`config.mk`:
```
export PLATFORM = sky130hd
export DESIGN_NAME = ads127l01_ctrl
export DESIGN_NICKNAME = d
export VERILOG_FILES = /design/src/rtl/ads127l01_pkg.sv /design/src/rtl/ads127l01_spi_xfer.sv /design/src/rtl/ads127l01_ctrl.sv
export SDC_FILE = /design/constraint.sdc
export NUM_CORES = 1
export LEC_CHECK = 0
export ABC_CLOCK_PERIOD_IN_PS = 2800
export CAP_MARGIN = 15
export CORE_MARGIN = 2
export CORE_UTILIZATION = 60
export CTS_CLUSTER_DIAMETER = 60
export DETAILED_ROUTE_END_ITERATION = 6
export PLACE_DENSITY_LB_ADDON = 0.3
export SYNTH_ARGS = -nofsm -noshare
export SYNTH_HDL_FRONTEND = slang
export SYNTH_SLANG_ARGS = --single-unit
```
`constraint.sdc`:
```
create_clock -name clk -period 2.8 [get_ports clk]
set_input_delay 0.56 -clock clk [delete_from_list [all_inputs] [get_ports clk]]
set_output_delay 0.56 -clock clk [all_outputs]
set_load 0.1 [all_outputs]
```
`src/rtl/ads127l01_pkg.sv`:
```
// Shared types and constants for the ADS127L01 control sequencer.
package ads127l01_pkg;

   typedef enum logic [2:0] {
      PWRDN, SETTLE, WREG, RREG, CHECK, START, RUN, FAULT
   } state_t;

   localparam logic [7:0] OP_RREG = 8'h20;
   localparam logic [7:0] OP_WREG = 8'h40;
   localparam int SPI_FRAME_BITS = 24;

   // Command frame: opcode with 5-bit register address, a zero count byte, then data.
   function automatic logic [SPI_FRAME_BITS-1:0] reg_frame(input logic [7:0] op,
                                                          input logic [7:0] addr,
                                                          input logic [7:0] data);
      return {op | {3'b000, addr[4:0]}, 8'h00, data};
   endfunction

endpackage

```
`src/rtl/ads127l01_spi_xfer.sv`:
```
// 24-bit mode-1 SPI master: one clk of cs_n lead, 48 sclk half-periods, then a
// cs_n-high guard gap before done pulses; abort drops the frame immediately.
module ads127l01_spi_xfer
   import ads127l01_pkg::*;
#(
   parameter int SCK_HALF = 4
) (
   input  logic                      clk,
   input  logic                      rst,
   input  logic                      go,
   input  logic                      abort,
   input  logic [SPI_FRAME_BITS-1:0] tx_data,
   input  logic                      miso,
   output logic                      done,
   output logic [SPI_FRAME_BITS-1:0] rx_data,
   output logic                      cs_n,
   output logic                      sclk,
   output logic                      mosi
);
   localparam int EDGES = 2 * SPI_FRAME_BITS;
   localparam int DW = $clog2(2 * SCK_HALF);
   localparam int EW = $clog2(EDGES + 1);
   localparam logic [DW-1:0] HALF_LD = DW'(SCK_HALF - 1);
   localparam logic [DW-1:0] GAP_LD = DW'(2 * SCK_HALF - 1);

   typedef enum logic [1:0] {X_IDLE, X_SHIFT, X_GAP} xfer_t;

   xfer_t                     xs;
   logic [DW-1:0]             div;
   logic [EW-1:0]             edg;
   logic [SPI_FRAME_BITS-1:0] sh;

   always_ff @(posedge clk) begin
      done <= 1'b0;
      if (rst || abort) begin
         xs   <= X_IDLE;
         cs_n <= 1'b1;
         sclk <= 1'b0;
         mosi <= 1'b0;
         div  <= '0;
         edg  <= '0;
         if (rst) begin
            sh      <= '0;
            rx_data <= '0;
         end
      end else begin
         case (xs)
            X_IDLE: begin
               if (go) begin
                  cs_n <= 1'b0;
                  sh   <= tx_data;
                  div  <= '0;
                  edg  <= '0;
                  xs   <= X_SHIFT;
               end
            end
            X_SHIFT: begin
               if (div != '0) begin
                  div <= div - 1'b1;
               end else if (edg == EW'(EDGES)) begin
                  // cs_n held one half-period past the last falling edge
                  cs_n <= 1'b1;
                  mosi <= 1'b0;
                  div  <= GAP_LD;
                  xs   <= X_GAP;
               end else begin
                  div <= HALF_LD;
                  edg <= edg + 1'b1;
                  if (!edg[0]) begin
                     sclk <= 1'b1;
                     mosi <= sh[SPI_FRAME_BITS-1];
                     sh   <= {sh[SPI_FRAME_BITS-2:0], 1'b0};
                  end else begin
                     sclk    <= 1'b0;
                     rx_data <= {rx_data[SPI_FRAME_BITS-2:0], miso};
                  end
               end
            end
            X_GAP: begin
               if (div != '0) begin
                  div <= div - 1'b1;
               end else begin
                  done <= 1'b1;
                  xs   <= X_IDLE;
               end
            end
            default: xs <= X_IDLE;
         endcase
      end
   end

endmodule

```
`src/rtl/ads127l01_ctrl.sv`:
```
// ADS127L01 sequencer: power-up, CONFIG write/verify with retry, conversion run
// with sample watchdog; en low aborts to power-down from any active state.
module ads127l01_ctrl
   import ads127l01_pkg::*;
#(
   parameter int         SCK_HALF      = 4,
   parameter int         PD_CYCLES     = 1024,
   parameter int         SETTLE_CYCLES = 4096,
   parameter int         WDT_CYCLES    = 65536,
   parameter int         MAX_RETRY     = 3,
   parameter logic [7:0] CFG_ADDR      = 8'h01
) (
   input  logic       clk,
   input  logic       rst,
   input  logic       en,
   input  logic [7:0] cfg_value,
   input  logic       cfg_apply,
   input  logic       sample_valid,
   input  logic       miso,
   output logic       pd,
   output logic       start,
   output logic       cs_n,
   output logic       sclk,
   output logic       mosi,
   output logic       running,
   output logic       fault,
   output logic [7:0] readback,
   output logic [1:0] retry_cnt
);
   localparam int TW = $clog2(PD_CYCLES > SETTLE_CYCLES ? PD_CYCLES : SETTLE_CYCLES);
   localparam int WW = $clog2(WDT_CYCLES);
   localparam logic [TW-1:0] PD_LAST = TW'(PD_CYCLES - 1);
   localparam logic [TW-1:0] SETTLE_LAST = TW'(SETTLE_CYCLES - 1);
   localparam logic [WW-1:0] WDT_LAST = WW'(WDT_CYCLES - 1);
   localparam logic [1:0] RETRY_LAST = 2'(MAX_RETRY - 1);

   state_t                    state;
   logic [TW-1:0]             timer;
   logic [WW-1:0]             wdt;
   logic [7:0]                cfg_lat;
   logic                      fault_arm;
   logic                      go;
   logic                      done;
   logic [SPI_FRAME_BITS-1:0] tx;
   logic [SPI_FRAME_BITS-1:0] rx;
   logic                      unused_rx;

   assign unused_rx = ^rx[SPI_FRAME_BITS-1:8];

   always_ff @(posedge clk) begin
      if (rst) begin
         state     <= PWRDN;
         timer     <= '0;
         wdt       <= '0;
         cfg_lat   <= '0;
         fault_arm <= 1'b0;
         go        <= 1'b0;
         tx        <= '0;
         pd        <= 1'b0;
         start     <= 1'b0;
         running   <= 1'b0;
         fault     <= 1'b0;
         readback  <= '0;
         retry_cnt <= '0;
      end else begin
         go <= 1'b0;
         if (!en && state != PWRDN && state != FAULT) begin
            state     <= PWRDN;
            timer     <= '0;
            pd        <= 1'b0;
            start     <= 1'b0;
            running   <= 1'b0;
            retry_cnt <= '0;
         end else begin
            case (state)
               PWRDN: begin
                  pd      <= 1'b0;
                  start   <= 1'b0;
                  running <= 1'b0;
                  fault   <= 1'b0;
                  if (!en) begin
                     timer <= '0;
                  end else if (timer == PD_LAST) begin
                     timer <= '0;
                     pd    <= 1'b1;
                     state <= SETTLE;
                  end else begin
                     timer <= timer + 1'b1;
                  end
               end
               SETTLE: begin
                  if (timer == SETTLE_LAST) begin
                     timer   <= '0;
                     cfg_lat <= cfg_value;
                     tx      <= reg_frame(OP_WREG, CFG_ADDR, cfg_value);
                     go      <= 1'b1;
                     state   <= WREG;
                  end else begin
                     timer <= timer + 1'b1;
                  end
               end
               WREG: begin
                  if (done) begin
                     tx    <= reg_frame(OP_RREG, CFG_ADDR, 8'h00);
                     go    <= 1'b1;
                     state <= RREG;
                  end
               end
               RREG: begin
                  if (done) begin
                     readback <= rx[7:0];
                     state    <= CHECK;
                  end
               end
               CHECK: begin
                  if (readback == cfg_lat) begin
                     start <= 1'b1;
                     state <= START;
                  end else if (retry_cnt < RETRY_LAST) begin
                     retry_cnt <= retry_cnt + 1'b1;
                     cfg_lat   <= cfg_value;
                     tx        <= reg_frame(OP_WREG, CFG_ADDR, cfg_value);
                     go        <= 1'b1;
                     state     <= WREG;
                  end else begin
                     fault     <= 1'b1;
                     fault_arm <= 1'b0;
                     pd        <= 1'b0;
                     start     <= 1'b0;
                     state     <= FAULT;
                  end
               end
               START: begin
                  wdt     <= '0;
                  running <= 1'b1;
                  state   <= RUN;
               end
               RUN: begin
                  // Watchdog expiry outranks a reprogram request in the same cycle
                  if (wdt == WDT_LAST) begin
                     state     <= PWRDN;
                     timer     <= '0;
                     retry_cnt <= '0;
                     pd        <= 1'b0;
                     start     <= 1'b0;
                     running   <= 1'b0;
                  end else if (cfg_apply) begin
                     start     <= 1'b0;
                     running   <= 1'b0;
                     retry_cnt <= '0;
                     cfg_lat   <= cfg_value;
                     tx        <= reg_frame(OP_WREG, CFG_ADDR, cfg_value);
                     go        <= 1'b1;
                     state     <= WREG;
                  end else if (sample_valid) begin
                     wdt <= '0;
                  end else if (wdt != '1) begin
                     wdt <= wdt + 1'b1;
                  end
               end
               FAULT: begin
                  if (!en) begin
                     fault_arm <= 1'b1;
                  end else if (fault_arm) begin
                     fault     <= 1'b0;
                     timer     <= '0;
                     retry_cnt <= '0;
                     state     <= PWRDN;
                  end
               end
               default: state <= PWRDN;
            endcase
         end
      end
   end

   ads127l01_spi_xfer #(
      .SCK_HALF(SCK_HALF)
   ) u_spi (
      .clk     (clk),
      .rst     (rst),
      .go      (go),
      .abort   (~en),
      .tx_data (tx),
      .miso    (miso),
      .done    (done),
      .rx_data (rx),
      .cs_n    (cs_n),
      .sclk    (sclk),
      .mosi    (mosi)
   );

endmodule

```
==> results of run 1 <==
-- worst max path at each step --
stage,endpoint,depth (start not counted),slack (ps),startpoint
final,tx[4],7,240,wdt[0]
after global routing,cfg_lat[7],7,50,wdt[0]
after CTS,cfg_lat[7],7,250,wdt[0]
after detailed placement,cfg_lat[7],7,150,en
after global placement,tx[5],7,250,en
after floorplan,tx[0],7,310,readback[0]
-- critical path: cells and delay by family, from the launching register on --
family | cells | cell delay, ps
AO/OA/AOI/OAI | 3 | 920
adder cells (fa/ha/maj) | 1 | 230
flip-flops | 1 | 360
AND/OR/NAND/NOR | 3 | 870
-- layer usage --
| layer | GRT usage | vias up | part of all wire |
|---|---|---|---|
| met2 | 0.426 | 150 | 0.49 |
| met1 | 0.334 | 2167 | 0.44 |
| met3 | 0.0555 | 29 | 0.053 |
| li1 | - | 2214 | - |
| met4 | 0.126 | 0 | 0.023 |
| met5 | 0 | - | 0 |
-- stage by stage --
step	instance area [µm²]	util
3_3_place_gp	5800	0.661
4_1_cts	6370	0.727
5_1_grt	6370	0.727
6_report	6370	0.727
2_1_floorplan	5440	-
3_5_place_dp	5800	0.661
-- flip-flops by register name, indices dropped and copies added (netlist names), 6 cells and up --
signal and count:
u_spi.edg 6, u_spi.rx_data 8, tx 11, cfg_lat 8, u_spi.sh 24, wdt 16, readback 8, timer 12
-- power groups by stage --
stage	sequential [W]	clock, W	combinational [W]
5_1_grt	0.00176	0.00217	0.000249
3_5_place_dp	0.00179	0	0.000221
4_1_cts	0.00175	0.00210	0.000224
3_3_place_gp	0.00179	0	0.000219
2_1_floorplan	0.00177	0	0.000166
6_report	0.00176	0.00207	0.000228
-- cell families (layout without fill, tap and decap cells) --
group | Yosys count | count (layout) | synth area share
compound gates | 125 | 125 | 0.155
xor+xnor | 20 | 20 | 0.0322
fa+ha+maj | 10 | 10 | 0.0230
buf+inv | 49 | 94 | 0.0364
flops | 113 | 113 | 0.475
mux | 24 | 24 | 0.0446
simple gates | 249 | 249 | 0.234
-- area by class of cell --
type / count / area, µm²
clock buffer: 17 / 414
clock inverter: 15 / 160
fill: 637 / 2390
inverter: 19 / 71.3
multi-input combinational: 428 / 2660
sequential: 113 / 2580
tap: 108 / 135
timing repair buffer: 43 / 350
-- placed cells by master, fill, tap and decap left out, types with 10 or more instances in the layout --
cell / synthesis / layout
nand2_1: 43 / 43
edfxtp_1: 32 / 32
nand4_1: 14 / 14
clkdlybuf4s50_1: 0 / 12
and2_1: 10 / 10
and3_1: 19 / 19
nand3_1: 16 / 16
nor3_1: 12 / 12
o21ai_0: 35 / 35
nor2b_1: 15 / 15
a311oi_1: 13 / 13
xnor2_1: 12 / 12
inv_1: 19 / 19
buf_4: 0 / 30
nand2b_1: 17 / 17
a21oi_1: 25 / 25
mux2i_1: 22 / 22
clkbuf_16: 0 / 16
ha_1: 10 / 10
dfxtp_1: 81 / 81
nor2_1: 76 / 76
==> results.json, run 1 <==
{
  "hold_depth": 3,
  "seq_power_share": 0.433,
  "setup_viol_count_final": 0,
  "numClockSinks": 113,
  "root_buffer": "clkbuf_8",
  "start_util": 0.620,
  "io_pins": 31,
  "leakage_nw": 2.31,
  "clkPwrFrac": 0.511,
  "min_period_over_period": 0.913,
  "yosysMostFrequentCell": "dfxtp_1",
  "rsz0062_at_grt": "false",
  "finalCriticalPeriod_ps": 2560,
  "hpwlAfterDp_mm": 8.24,
  "hold_viol_final": 0,
  "ir_drop_uv": 452,
  "synth_commonest_cells": "81 x dfxtp_1, 76 x nor2_1, 43 x nand2_1",
  "ys_types": 63,
  "die_w_um": 99.2,
  "coreArea_um2": 8760,
  "ff2ff_setup_slack_ps": 240,
  "drv_slew": 0,
  "grt_overflow": 0,
  "hp-start": "rst",
  "relSlewSlack": 0.358,
  "synth_top_area_frac": 0.298,
  "swShare": 0.241,
  "grt_max_degree": 54,
  "dieHeight_um": 99.2,
  "r2r-end": "tx[4]",
  "syn_area_um2": 5440,
  "vias_per_cell": 6.14,
  "clk_path_buf_depth": 2,
  "area_growth_pct": 17.2,
  "io_buffers": 30,
  "hold_buffers": 0,
  "ys_warn_count": 0,
  "drt_iter0_drc": 305,
  "ys_seq_area_frac": 0.475,
  "clk_pin_slew_ps": 60,
  "clock_latency_ps": 530,
  "grt_pass1_vias": 4352,
  "final_antenna_net_count": 0,
  "grt_pass1_wl_mm": 20.6,
  "p_per_area_nw_per_um2": 637,
  "stdcell_count": 743,
  "antenna_cells": 0,
  "arrival_ps": 2910,
  "cpPeakStageDelay_ps": 550,
  "syn_area_per_cell_um2": 9.21,
  "finClkSkew_ps": 17.0,
  "ys_ff_latch": 113,
  "syn_inst": 590,
  "num_vias": 4560,
  "r2r-start": "wdt[0]",
  "yosys.area.top_type": "dfxtp_1",
  "cts_tree": "yes",
  "antenna_found_initial": 0,
  "maxCapViolCount": 0,
  "path_cells": "ha_1 > nand3_1 > nor4_2 > nand2_1 > o211a_1 > o21ai_1 > o32ai_1",
  "synthTopCellsByArea": "dfxtp_1 30%, edfxtp_1 18%, nor2_1 5.2%",
  "nets": 646,
  "worstMarginPinSlew_ps": 957,
  "crit_fanout": 16,
  "drc": 0,
  "drtPass1Iterations": 4,
  "p_comb_frac": 0.056,
  "setup_slack_ps": 244,
  "wl_mm": 12.3,
  "start_kind": "flop",
  "cts_buffers": 17,
  "internal_power_w": 0.00308,
  "whs_ps": 455,
  "holdPathEnd": "u_spi.cs_n",
  "crit_slowest_cell": "nor4_2",
  "synth_nets": 614,
  "fmax_ghz": 0.391,
  "grt.total_usage": 0.262,
  "cts_resized": 0,
  "post_drt_wl_per_cell_um": 16.5,
  "dieArea_um2": 9840,
  "r2r_cells": 7,
  "p_total_w": 0.00406,
  "synth-async-reset-ratio": 0,
  "ys.flop_type": "dfxtp_1",
  "worst_setup_path_end_kind": "flop",
  "cp.required_ps": 3150,
  "p_switching_w": 0.000976,
  "post_cts_buffers": 0,
  "critical_path_class": "flop to flop",
  "drive_gt1_frac": 0.117,
  "dp_cells": 711,
  "min_path_type": "input pin to flop",
  "gp_congestion": 0.993,
  "fin_setup_tns_ps": 0,
  "num_rows": 34,
  "preCtsSetupSlack_ps": 147,
  "htreeDepth": 4,
  "status": "complete, no violations",
  "synth_edf_count": 32
}
(Power assumes the default switching activity.)
==> inputs of run 2 (changes only) <==
--- a/config.mk
+++ b/config.mk
@@ -8,8 +8,9 @@
 export ABC_CLOCK_PERIOD_IN_PS = 2800
 export CAP_MARGIN = 15
 export CORE_MARGIN = 2
-export CORE_UTILIZATION = 60
+export CORE_UTILIZATION = 43
 export CTS_CLUSTER_DIAMETER = 60
+export CTS_CLUSTER_SIZE = 25
 export DETAILED_ROUTE_END_ITERATION = 6
 export PLACE_DENSITY_LB_ADDON = 0.3
 export SYNTH_ARGS = -nofsm -noshare
==> run 2 against run 1 <==
Effect of this change: sequential power hardly changed; cell count rose by 9.0%; setup slack gained 160 ps; combinational power increased by 5%; clock power about the same; critical path depth stayed put; hold slack better by 14 ps; maximum frequency is 6.5% higher; register-to-register slack better by 160 ps; utilization decreased by 21 points; cell area up 1.7%; die area is 38% higher; largest cell class unchanged.
==> results.json, run 2 (synthesis gave the netlist of run 1 again) <==
{
  "io_buffers": 30,
  "start_kind": "flop",
  "wl_met1_mm": 5.66,
  "ff2ff_setup_slack_ps": 400,
  "met2_length_mm": 5.89,
  "arrival_ps": 2760,
  "routed.top_layer": "met4",
  "hold_viol_final": 0,
  "largest_reg_flops": 24,
  "wl_met3_um": 647,
  "cts_resized": 0,
  "reg_top3": "u_spi.sh x24, wdt x16, timer x12",
  "maxCapViolCount": 0,
  "cpPeakStageDelay_ps": 600,
  "finClkSkew_ps": 11.0,
  "cp.required_ps": 3160,
  "final_antenna_net_count": 0,
  "numClockSinks": 113,
  "path_cells": "ha_1 > nand3_1 > or4_1 > o311a_1 > buf_4 > mux2_2 > nor2_1",
  "start_util": 0.436,
  "htreeDepth": 4,
  "wl_mm": 12.5,
  "cts_tree": "yes",
  "root_buffer": "clkbuf_16",
  "coreArea_um2": 12500,
  "crit_family": "simple AND/OR/NAND/NOR gates",
  "r2r-start": "wdt[1]",
  "gp_congestion": 0.863,
  "worstSetupPathDepth": 7,
  "nets": 649,
  "cts_buffers": 17,
  "dieHeight_um": 116,
  "clk_path_buf_depth": 2,
  "r2r_cells": 7,
  "grt_max_degree": 44,
  "status": "complete, no violations",
  "grt_pass1_wl_mm": 21.1,
  "worstMarginPinSlew_ps": 920,
  "area_growth_pct": 19.1,
  "leakage_nw": 2.33,
  "p_total_w": 0.00409,
  "final_common_cell": "dfxtp_1",
  "endpoint": "wdt[0]",
  "drive_gt1_frac": 0.119,
  "dieArea_um2": 13600,
  "crit_slowest_cell": "or4_1",
  "ir_drop_uv": 491,
  "critical_path_class": "flop to flop",
  "critPathBufInv": 1,
  "min_period_over_period": 0.857,
  "hpwlAfterDp_mm": 8.39,
  "fmax_ghz": 0.417,
  "drtPass1Iterations": 6,
  "fin_setup_tns_ps": 0,
  "drc": 0,
  "clk_pin_slew_ps": 60,
  "die_w_um": 116,
  "drv_slew": 0,
  "grt_pass1_vias": 4285,
  "rsz0062_at_grt": "false",
  "crit_fanout": 10,
  "final_cell_mix": "81 x dfxtp_1, 76 x nor2_1, 43 x nand2_1, 35 x o21ai_0, 33 x buf_4",
  "relSlewSlack": 0.383,
  "drt_iter0_drc": 403,
  "num_rows": 41,
  "hold_buffers": 0,
  "antenna_found_initial": 0,
  "worst_setup_path_end_kind": "flop",
  "regMostFlops": "u_spi.sh",
  "setup_viol_count_final": 0,
  "vias_per_cell": 5.62,
  "grt.total_usage": 0.201,
  "p_per_area_nw_per_um2": 632,
  "hold_depth": 2,
  "clock_latency_ps": 430,
  "post_drt_wl_per_cell_um": 15.4,
  "min_path_type": "flop to flop",
  "r2r-end": "wdt[0]",
  "io_pins": 31,
  "num_vias": 4552,
  "antenna_cells": 0,
  "cp-startpoint": "wdt[1]",
  "post_cts_buffers": 0,
  "finalCriticalPeriod_ps": 2400,
  "grt_overflow": 0
}
## run 2: report_power, final
group	switching, W	total (W)	internal (W)
clock network	0.000779	0.00210	0.00133
registers	0.0000289	0.00175	0.00172
logic	0.000145	0.000240	0.0000953
total	0.000952	0.00409	0.00314
## run 2: cell type report
type | count | area, µm²
Inverter | 19 | 71.3
Timing Repair Buffer | 46 | 373
Clock buffer | 19 | 443
Fill cell | 1145 | 5990
Tap cell | 172 | 215
Multi-Input combinational cell | 428 | 2660
Clock inverter | 13 | 135
Sequential cell | 113 | 2580
## run 2: layer usage
| metal | GRT usage | vias to the layer above |
|---|---|---|
| met5 | 0 | - |
| met4 | 0.0944 | 0 |
| met3 | 0.0529 | 32 |
| met2 | 0.318 | 133 |
| met1 | 0.258 | 2167 |
| li1 | - | 2220 |
## run 2: worst min-delay path by stage
stage,from,endpoint
6_report,tx[21],tx[21]
2_1_floorplan,tx[21],tx[21]
3_5_place_dp,tx[21],tx[21]
4_1_cts,tx[21],tx[21]
5_1_grt,start,start
3_3_place_gp,tx[21],tx[21]
## run 2: per-stage QoR
stage,setup slack (ps),hold WS (ps),instances,util,instance area [µm²]
4_1_cts,394,463,810,0.520,6480
2_1_floorplan,313,436,590,-,5440
5_1_grt,181,497,810,0.520,6480
3_3_place_gp,342,452,778,0.473,5900
6_report,400,468,810,0.520,6480
3_5_place_dp,254,452,778,0.473,5900
## run 2: worst reg2reg max path, stage by stage, from the launching register on
cell and delay, ps:
dfxtp_1 350, ha_1 210, nand3_1 140, or4_1 600, o311a_1 460, buf_4 230, mux2_2 260, nor2_1 80
